`src/rtl/seq_game_ctrl_if.sv`:
```
// Signal bundle between the LED memory-game sequencer and its surroundings:
// start pulse and debounced buttons in, sequence ROM address/data, LED drive
// and game status out. The controller uses the slave side; whatever drives
// start/btn and supplies ROM data uses the master side.
interface seq_game_ctrl_if;
  logic       start;
  logic [3:0] btn;
  logic [3:0] rom_data;
  logic [3:0] rom_addr;
  logic [3:0] leds;
  logic [4:0] level;
  logic       busy;
  logic       win;
  logic       fail;

  modport master (
    output start, btn, rom_data,
    input  rom_addr, leds, level, busy, win, fail
  );

  modport slave (
    input  start, btn, rom_data,
    output rom_addr, leds, level, busy, win, fail
  );
endinterface

```
`src/rtl/seq_game_ctrl.sv`:
```
// Sequencing controller for the 4-button LED memory game.
// Plays back the first N one-hot ROM steps on the LEDs, then checks the
// player's presses against the same entries; each cleared round grows N up
// to 16, clearing round 16 wins, a wrong press fails.
// Optional feature: define INPUT_TIMEOUT_EN to fail the game after
// TIMEOUT_CYCLES consecutive cycles without a press while waiting for input.
module seq_game_ctrl #(
  parameter int ON_CYCLES      = 4,
  parameter int OFF_CYCLES     = 2,
  parameter int TIMEOUT_CYCLES = 64
) (
  input  logic                 clk,
  input  logic                 rst_n,
  seq_game_ctrl_if.slave       bus
);

  typedef enum logic [2:0] {
    S_IDLE,
    S_SHOW_ON,
    S_SHOW_OFF,
    S_INPUT,
    S_WIN,
    S_FAIL
  } state_t;

  // One shared timer covers lit, dark and idle-wait intervals.
  localparam int MAX_ON_OFF = (ON_CYCLES > OFF_CYCLES) ? ON_CYCLES : OFF_CYCLES;
  localparam int MAX_CYC    = (MAX_ON_OFF > TIMEOUT_CYCLES) ? MAX_ON_OFF : TIMEOUT_CYCLES;
  localparam int TW         = (MAX_CYC < 2) ? 1 : $clog2(MAX_CYC + 1);

  localparam logic [TW-1:0] ON_LAST  = TW'(ON_CYCLES - 1);
  localparam logic [TW-1:0] OFF_LAST = TW'(OFF_CYCLES - 1);
`ifdef INPUT_TIMEOUT_EN
  localparam logic [TW-1:0] TO_LAST  = TW'(TIMEOUT_CYCLES - 1);
`endif

  localparam logic [4:0] LEVEL_MAX = 5'd16;

  state_t        state_q, state_d;
  logic [3:0]    step_q, step_d;
  logic [4:0]    level_q, level_d;
  logic [TW-1:0] timer_q, timer_d;
  // Set when SHOW_OFF is the dark gap before a replay: it must return to
  // SHOW_ON with step still 0 instead of advancing the step.
  logic          gap_q, gap_d;
  logic          busy_q, busy_d;
  logic          win_q, win_d;
  logic          fail_q, fail_d;

  logic          last_step;
  logic          press;
  logic          match;
  logic [3:0]    leds_c;

  assign last_step = ({1'b0, step_q} == (level_q - 5'd1));
  assign press     = |bus.btn;
  assign match     = (bus.btn == bus.rom_data);

  // State register with asynchronous return to idle values.
  always_ff @(posedge clk or negedge rst_n) begin
    if (!rst_n) begin
      state_q <= S_IDLE;
      step_q  <= 4'd0;
      level_q <= 5'd0;
      timer_q <= '0;
      gap_q   <= 1'b0;
      busy_q  <= 1'b0;
      win_q   <= 1'b0;
      fail_q  <= 1'b0;
    end else begin
      state_q <= state_d;
      step_q  <= step_d;
      level_q <= level_d;
      timer_q <= timer_d;
      gap_q   <= gap_d;
      busy_q  <= busy_d;
      win_q   <= win_d;
      fail_q  <= fail_d;
    end
  end

  // Next-state logic: playback timing, press evaluation and round growth.
  always_comb begin
    state_d = state_q;
    step_d  = step_q;
    level_d = level_q;
    timer_d = timer_q;
    gap_d   = gap_q;

    case (state_q)
      S_IDLE, S_WIN, S_FAIL: begin
        if (bus.start) begin
          level_d = 5'd1;
          step_d  = 4'd0;
          timer_d = '0;
          gap_d   = 1'b0;
          state_d = S_SHOW_ON;
        end
      end

      S_SHOW_ON: begin
        if (timer_q == ON_LAST) begin
          timer_d = '0;
          state_d = S_SHOW_OFF;
        end else begin
          timer_d = timer_q + TW'(1);
        end
      end

      S_SHOW_OFF: begin
        if (timer_q == OFF_LAST) begin
          timer_d = '0;
          if (gap_q) begin
            gap_d   = 1'b0;
            state_d = S_SHOW_ON;
          end else if (last_step) begin
            step_d  = 4'd0;
            state_d = S_INPUT;
          end else begin
            step_d  = step_q + 4'd1;
            state_d = S_SHOW_ON;
          end
        end else begin
          timer_d = timer_q + TW'(1);
        end
      end

      S_INPUT: begin
        if (press) begin
          timer_d = '0;
          if (!match) begin
            state_d = S_FAIL;
          end else if (!last_step) begin
            step_d = step_q + 4'd1;
          end else if (level_q < LEVEL_MAX) begin
            level_d = level_q + 5'd1;
            step_d  = 4'd0;
            gap_d   = 1'b1;
            state_d = S_SHOW_OFF;
          end else begin
            state_d = S_WIN;
          end
        end else begin
`ifdef INPUT_TIMEOUT_EN
          if (timer_q == TO_LAST) begin
            timer_d = '0;
            state_d = S_FAIL;
          end else begin
            timer_d = timer_q + TW'(1);
          end
`else
          timer_d = timer_q;
`endif
        end
      end

      default: begin
        state_d = S_IDLE;
      end
    endcase
  end

  // Status flags are decoded from the next state so they register with it.
  always_comb begin
    busy_d = (state_d == S_SHOW_ON) || (state_d == S_SHOW_OFF) || (state_d == S_INPUT);
    win_d  = (state_d == S_WIN);
    fail_d = (state_d == S_FAIL);
  end

  // LED drive: ROM step while lit, button echo while waiting, all on for a win.
  always_comb begin
    leds_c = 4'b0000;
    case (state_q)
      S_SHOW_ON: leds_c = bus.rom_data;
      S_INPUT:   leds_c = bus.btn;
      S_WIN:     leds_c = 4'b1111;
      default:   leds_c = 4'b0000;
    endcase
  end

  assign bus.rom_addr = step_q;
  assign bus.leds     = leds_c;
  assign bus.level    = level_q;
  assign bus.busy     = busy_q;
  assign bus.win      = win_q;
  assign bus.fail     = fail_q;

endmodule
```
`src/flat_wrapper.sv`:
```
// flat-port wrapper written by rule: the top's interface ports become plain ports
module seq_game_ctrl_flat 
#(
  parameter int ON_CYCLES      = 4,
  parameter int OFF_CYCLES     = 2,
  parameter int TIMEOUT_CYCLES = 64
)
  (clk, rst_n, bus_start, bus_btn, bus_rom_data, bus_rom_addr, bus_leds, bus_level, bus_busy, bus_win, bus_fail);
  seq_game_ctrl_if bus_i ();
  input  logic clk;
  input  logic rst_n;
  input wire logic [$bits(bus_i.start)-1:0] bus_start;
  input wire logic [$bits(bus_i.btn)-1:0] bus_btn;
  input wire logic [$bits(bus_i.rom_data)-1:0] bus_rom_data;
  output wire logic [$bits(bus_i.rom_addr)-1:0] bus_rom_addr;
  output wire logic [$bits(bus_i.leds)-1:0] bus_leds;
  output wire logic [$bits(bus_i.level)-1:0] bus_level;
  output wire logic [$bits(bus_i.busy)-1:0] bus_busy;
  output wire logic [$bits(bus_i.win)-1:0] bus_win;
  output wire logic [$bits(bus_i.fail)-1:0] bus_fail;
  assign bus_i.start = bus_start;
  assign bus_i.btn = bus_btn;
  assign bus_i.rom_data = bus_rom_data;
  assign bus_rom_addr = bus_i.rom_addr;
  assign bus_leds = bus_i.leds;
  assign bus_level = bus_i.level;
  assign bus_busy = bus_i.busy;
  assign bus_win = bus_i.win;
  assign bus_fail = bus_i.fail;
  seq_game_ctrl #(.ON_CYCLES(ON_CYCLES), .OFF_CYCLES(OFF_CYCLES), .TIMEOUT_CYCLES(TIMEOUT_CYCLES)) u_core (.clk(clk), .rst_n(rst_n), .bus(bus_i));
endmodule
```
`config.mk`:
```
export PLATFORM = sky130hd
export DESIGN_NAME = seq_game_ctrl_flat
export DESIGN_NICKNAME = d
export VERILOG_FILES = /design/src/rtl/seq_game_ctrl_if.sv /design/src/rtl/seq_game_ctrl.sv /design/src/flat_wrapper.sv
export SDC_FILE = /design/constraint.sdc
export NUM_CORES = 1
export LEC_CHECK = 0
export CAP_MARGIN = 15
export CORE_AREA = 2 2 70 72
export CTS_CLUSTER_DIAMETER = 200
export DETAILED_ROUTE_END_ITERATION = 7
export DIE_AREA = 0 0 72 74
export GPL_TIMING_DRIVEN = 0
export PLACE_DENSITY = 0.54
export RECOVER_POWER = 100
export SETUP_SLACK_MARGIN = 0.2
export SYNTH_ARGS = -nofsm -noshare
export SYNTH_HDL_FRONTEND = slang
export SYNTH_SLANG_ARGS = --single-unit
export TNS_END_PERCENT = 50
```
`constraint.sdc`:
```
create_clock -name clk -period 4.7 [get_ports clk]
set_input_delay 0.705 -clock clk [delete_from_list [all_inputs] [get_ports clk]]
set_output_delay 0.705 -clock clk [all_outputs]
set_load 0.03 [all_outputs]
```
==> key figures <==
Placement
  • Placed cell count: 259
  • DP Wirelength: 2710 um
  • Number of port buffers: 26
  • GPL Wtd Cong: 0.813

Worst setup path
  • Cells on worst reg2reg path: 8
  • Peak fanout along the critical path: 10
  • Crit path arrival time: 2.67 ns
  • Worst EP required: 3.99 ns
  • R2r startpoint: u_core.bus.level[0]$_DFFE_PN0P_
  • Crit. End Element: output pin
  • Worst reg2reg path endpoint: u_core.bus.level[4]$_DFFE_PN0P_
  • Worst setup SP type: flop
  • WS Path Type: flop to output pin
  • Flop2flop setup slack: 2.03 ns

Synthesis
  • Synth Area per Inst: 8.54 um^2
  • Synth Warn #: 0
  • Mapped Nets: 195
  • Post-Synthesis Cells: 179
  • Fraction of registers with async set/reset: 100%
  • Synth unique cells: 44
  • Post-synth EDFFs: 0
  • Top flip-flop cell by instance count after synthesis: dfrtp_1
  • Synthesized cell area: 0.00153 mm^2
  • Synth Register Bits: 23
  • Sequential share of the synthesized area: 37.6%

Clock network
  • # clock sinks: 23
  • H-tree depth: 1
  • Clk slew on worst S/H paths: 0.09 ns
  • Worst-Skew Late Latency: 0.27 ns
  • CTS tree: yes
  • Post-cts resize count: 0
  • Post CTS Setup Buffer Count: 0
  • Cts hold-fix bufs: 0
  • CTS Buf Count: 3
  • Maximum buffer depth of the clock tree: 2
  • CTS root buf: clkbuf_8

GRT
  • Initial antenna violation count: 0
  • Largest net degree at the start of global routing: 24
  • Gr usage total: 14.6%
  • Vias in the first global route: 1292
  • Grt total ovfl: 0
  • First-pass GRT wire length: 6130 um

STA
  • TNS Setup: 0 ns
  • Final hold violation count: 0
  • Slew Viols, Final: 0
  • Least-Margin Pin Slew: 1.01 ns
  • Period utilization: 71.9%
  • RSZ-0062 raised after global routing: no
  • Achievable Freq: 0.296 GHz
  • Tmin final: 3.38 ns
  • Max_slew headroom: 32.9%
  • # setup viols final: 0
  • Clock skew: 0.00194 ns

Run
  • Max Cap Viol: 0

Finish
  • Commonest non-fill, non-tap cell in the layout: dfrtp_1
  • Multi-input logic area: 876 um^2
  • Layout cells sized above 1: 5.24%
  • FILL cells: 457
  • Non-filler cells, final: 264
  • Register Area: 576 um^2
  • Most frequent cells in the layout: dfrtp_1 (23), nand2_1 (22), dlygate4sd3_1 (18), o21ai_0 (17), nor2_1 (16)
  • Nets: 227
  • Area Growth Syn to Fin: 23.6%
  • N_diodes: 0

Worst hold path
  • Hold endpoint: u_core.timer_q[6]$_DFFE_PN0P_
  • Worst hold-check path type: flop to flop
  • Hold path depth: 1
  • Worst Min Path Start: u_core.timer_q[6]$_DFFE_PN0P_

Drt
  • Routed Antenna Nets: 0
  • DRT iter0 DRCs: 56
  • Wirelength, routed: 3680 um
  • Post-DR vias/cell: 5.34
  • Drt pass-1 iters: 5
  • Vias: 1411
  • DRC viols: 0
  • Drt wl/cell: 13.9 um

Pwr
  • Power Density: 502 mW/mm^2
  • Clock Power Share: 13.3%
  • Sw Share: 47.6%
  • Leakage power: 0.792 nW
  • Sequential power share: 29.3%
  • Psw: 451 uW
  • VDD IR max: 189 uV
  • Int Pwr: 497 uW
  • Combinational power share: 57.4%
  • Final total power: 948 uW

Floorplanning
  • Num rows: 25
  • Core area: 0.00460 mm^2
  • Die Span Y: 74 um
  • Die area: 0.00533 mm^2
  • Initial core utilization: 33.3%
  • DIE WIDTH: 72 um
  • I/O pin cnt: 27

Run status
  • Status: finished, final reports clean
==> critical path: stages (launching register included) <==
cell,delay [ns]
dfrtp_1,0.38
clkbuf_1,0.35
nand2b_1,0.18
nor2_1,0.53
nand2_1,0.10
o21ai_0,0.11
dlygate4sd3_1,0.76
==> state kept, by name, indices dropped and copies added (netlist names) <==
register and cells:
u_core.timer_q 7, u_core.bus.rom_addr 4, u_core.bus.level 5, u_core.bus.busy 1, u_core.gap_q 1, u_core.bus.win 1, u_core.bus.fail 1, u_core.state_q 3
==> worst max-delay path by stage <==
| stage | end | slack, ns | from | depth (start not counted) |
|---|---|---|---|---|
| 3_3_place_gp | bus_leds[2] | 1.68 | u_core.state_q[0]$_DFF_PN0_ | 6 |
| 5_1_grt | bus_leds[0] | 1.14 | u_core.state_q[0]$_DFF_PN0_ | 6 |
| 2_1_floorplan | u_core.bus.rom_addr[3]$_DFFE_PN0P_ | 2.28 | u_core.bus.level[0]$_DFFE_PN0P_ | 8 |
| 3_5_place_dp | bus_leds[2] | 1.71 | u_core.state_q[0]$_DFF_PN0_ | 6 |
| 6_report | bus_leds[0] | 1.32 | u_core.state_q[0]$_DFF_PN0_ | 6 |
| 4_1_cts | bus_leds[2] | 1.39 | u_core.state_q[0]$_DFF_PN0_ | 6 |
==> synth_stat cells (2+ instances only) <==
cell type | number | area, um^2
a21oi_1 | 11 | 55.1
and2_1 | 2 | 12.5
and3_1 | 4 | 25.0
clkbuf_1 | 5 | 18.8
dfrtp_1 | 23 | 576
ha_1 | 5 | 62.6
inv_1 | 8 | 30.0
nand2_1 | 22 | 82.6
nand2b_1 | 5 | 31.3
nand3_1 | 8 | 40.0
nand4_1 | 2 | 12.5
nor2_1 | 16 | 60.1
nor2b_1 | 5 | 31.3
nor3_1 | 4 | 20.0
nor4_1 | 3 | 18.8
o21ai_0 | 16 | 80.1
o22ai_1 | 3 | 18.8
o31ai_1 | 3 | 22.5
xnor2_1 | 9 | 78.8
==> layer usage <==
metal  routed length, um  vias up  GRT usage [%]
li1                    -      701              -
met1                1790      654           20.5
met2                1600       51           22.7
met3                 231        5           2.44
met4                  63        0           5.66
met5                   0        -              0
==> final cells by class <==
type | count | share of cell area [%]
multi-input cells | 142 | 46.4
flip-flops and latches | 23 | 30.5
repair buffers | 27 | 14.0
well taps | 54 | 3.58
clock buffers | 3 | 2.19
plain buffers | 6 | 1.59
inverters | 8 | 1.59
clock inverters | 1 | 0.265
==> kinds of logic (layout without fill, tap and decap cells) <==
logic type	after synthesis	count (layout)	synth area share, %
AND/OR/NAND/NOR	80	80	27.6
flip-flops	23	23	37.6
AO/OA/AOI/OAI	46	46	19.5
XOR/XNOR	11	11	7.28
buffers and inverters	14	45	3.93
adder cells (fa/ha/maj)	5	5	4.09
==> power groups by stage <==
stage               sequential, mW  clock (mW)  combinational, mW
floorplan                    0.307           0              0.365
global placement             0.283           0              0.561
detailed placement           0.281           0              0.568
CTS                          0.279       0.131              0.571
global route                 0.286       0.138              0.611
finish                       0.277       0.126              0.545
==> stage by stage <==
stage          setup slack, ns  hold slack [ns]  utilization (%)  area (um^2)
4_1_cts                   1.39            0.539             41.4         1900
3_5_place_dp              1.71            0.523             40.4         1860
6_report                  1.32            0.535             41.1         1890
3_3_place_gp              1.68            0.524             40.4         1860
2_1_floorplan             2.28            0.409                -         1530
5_1_grt                   1.14            0.565             41.1         1890
Power figures use the tool's default switching activity.
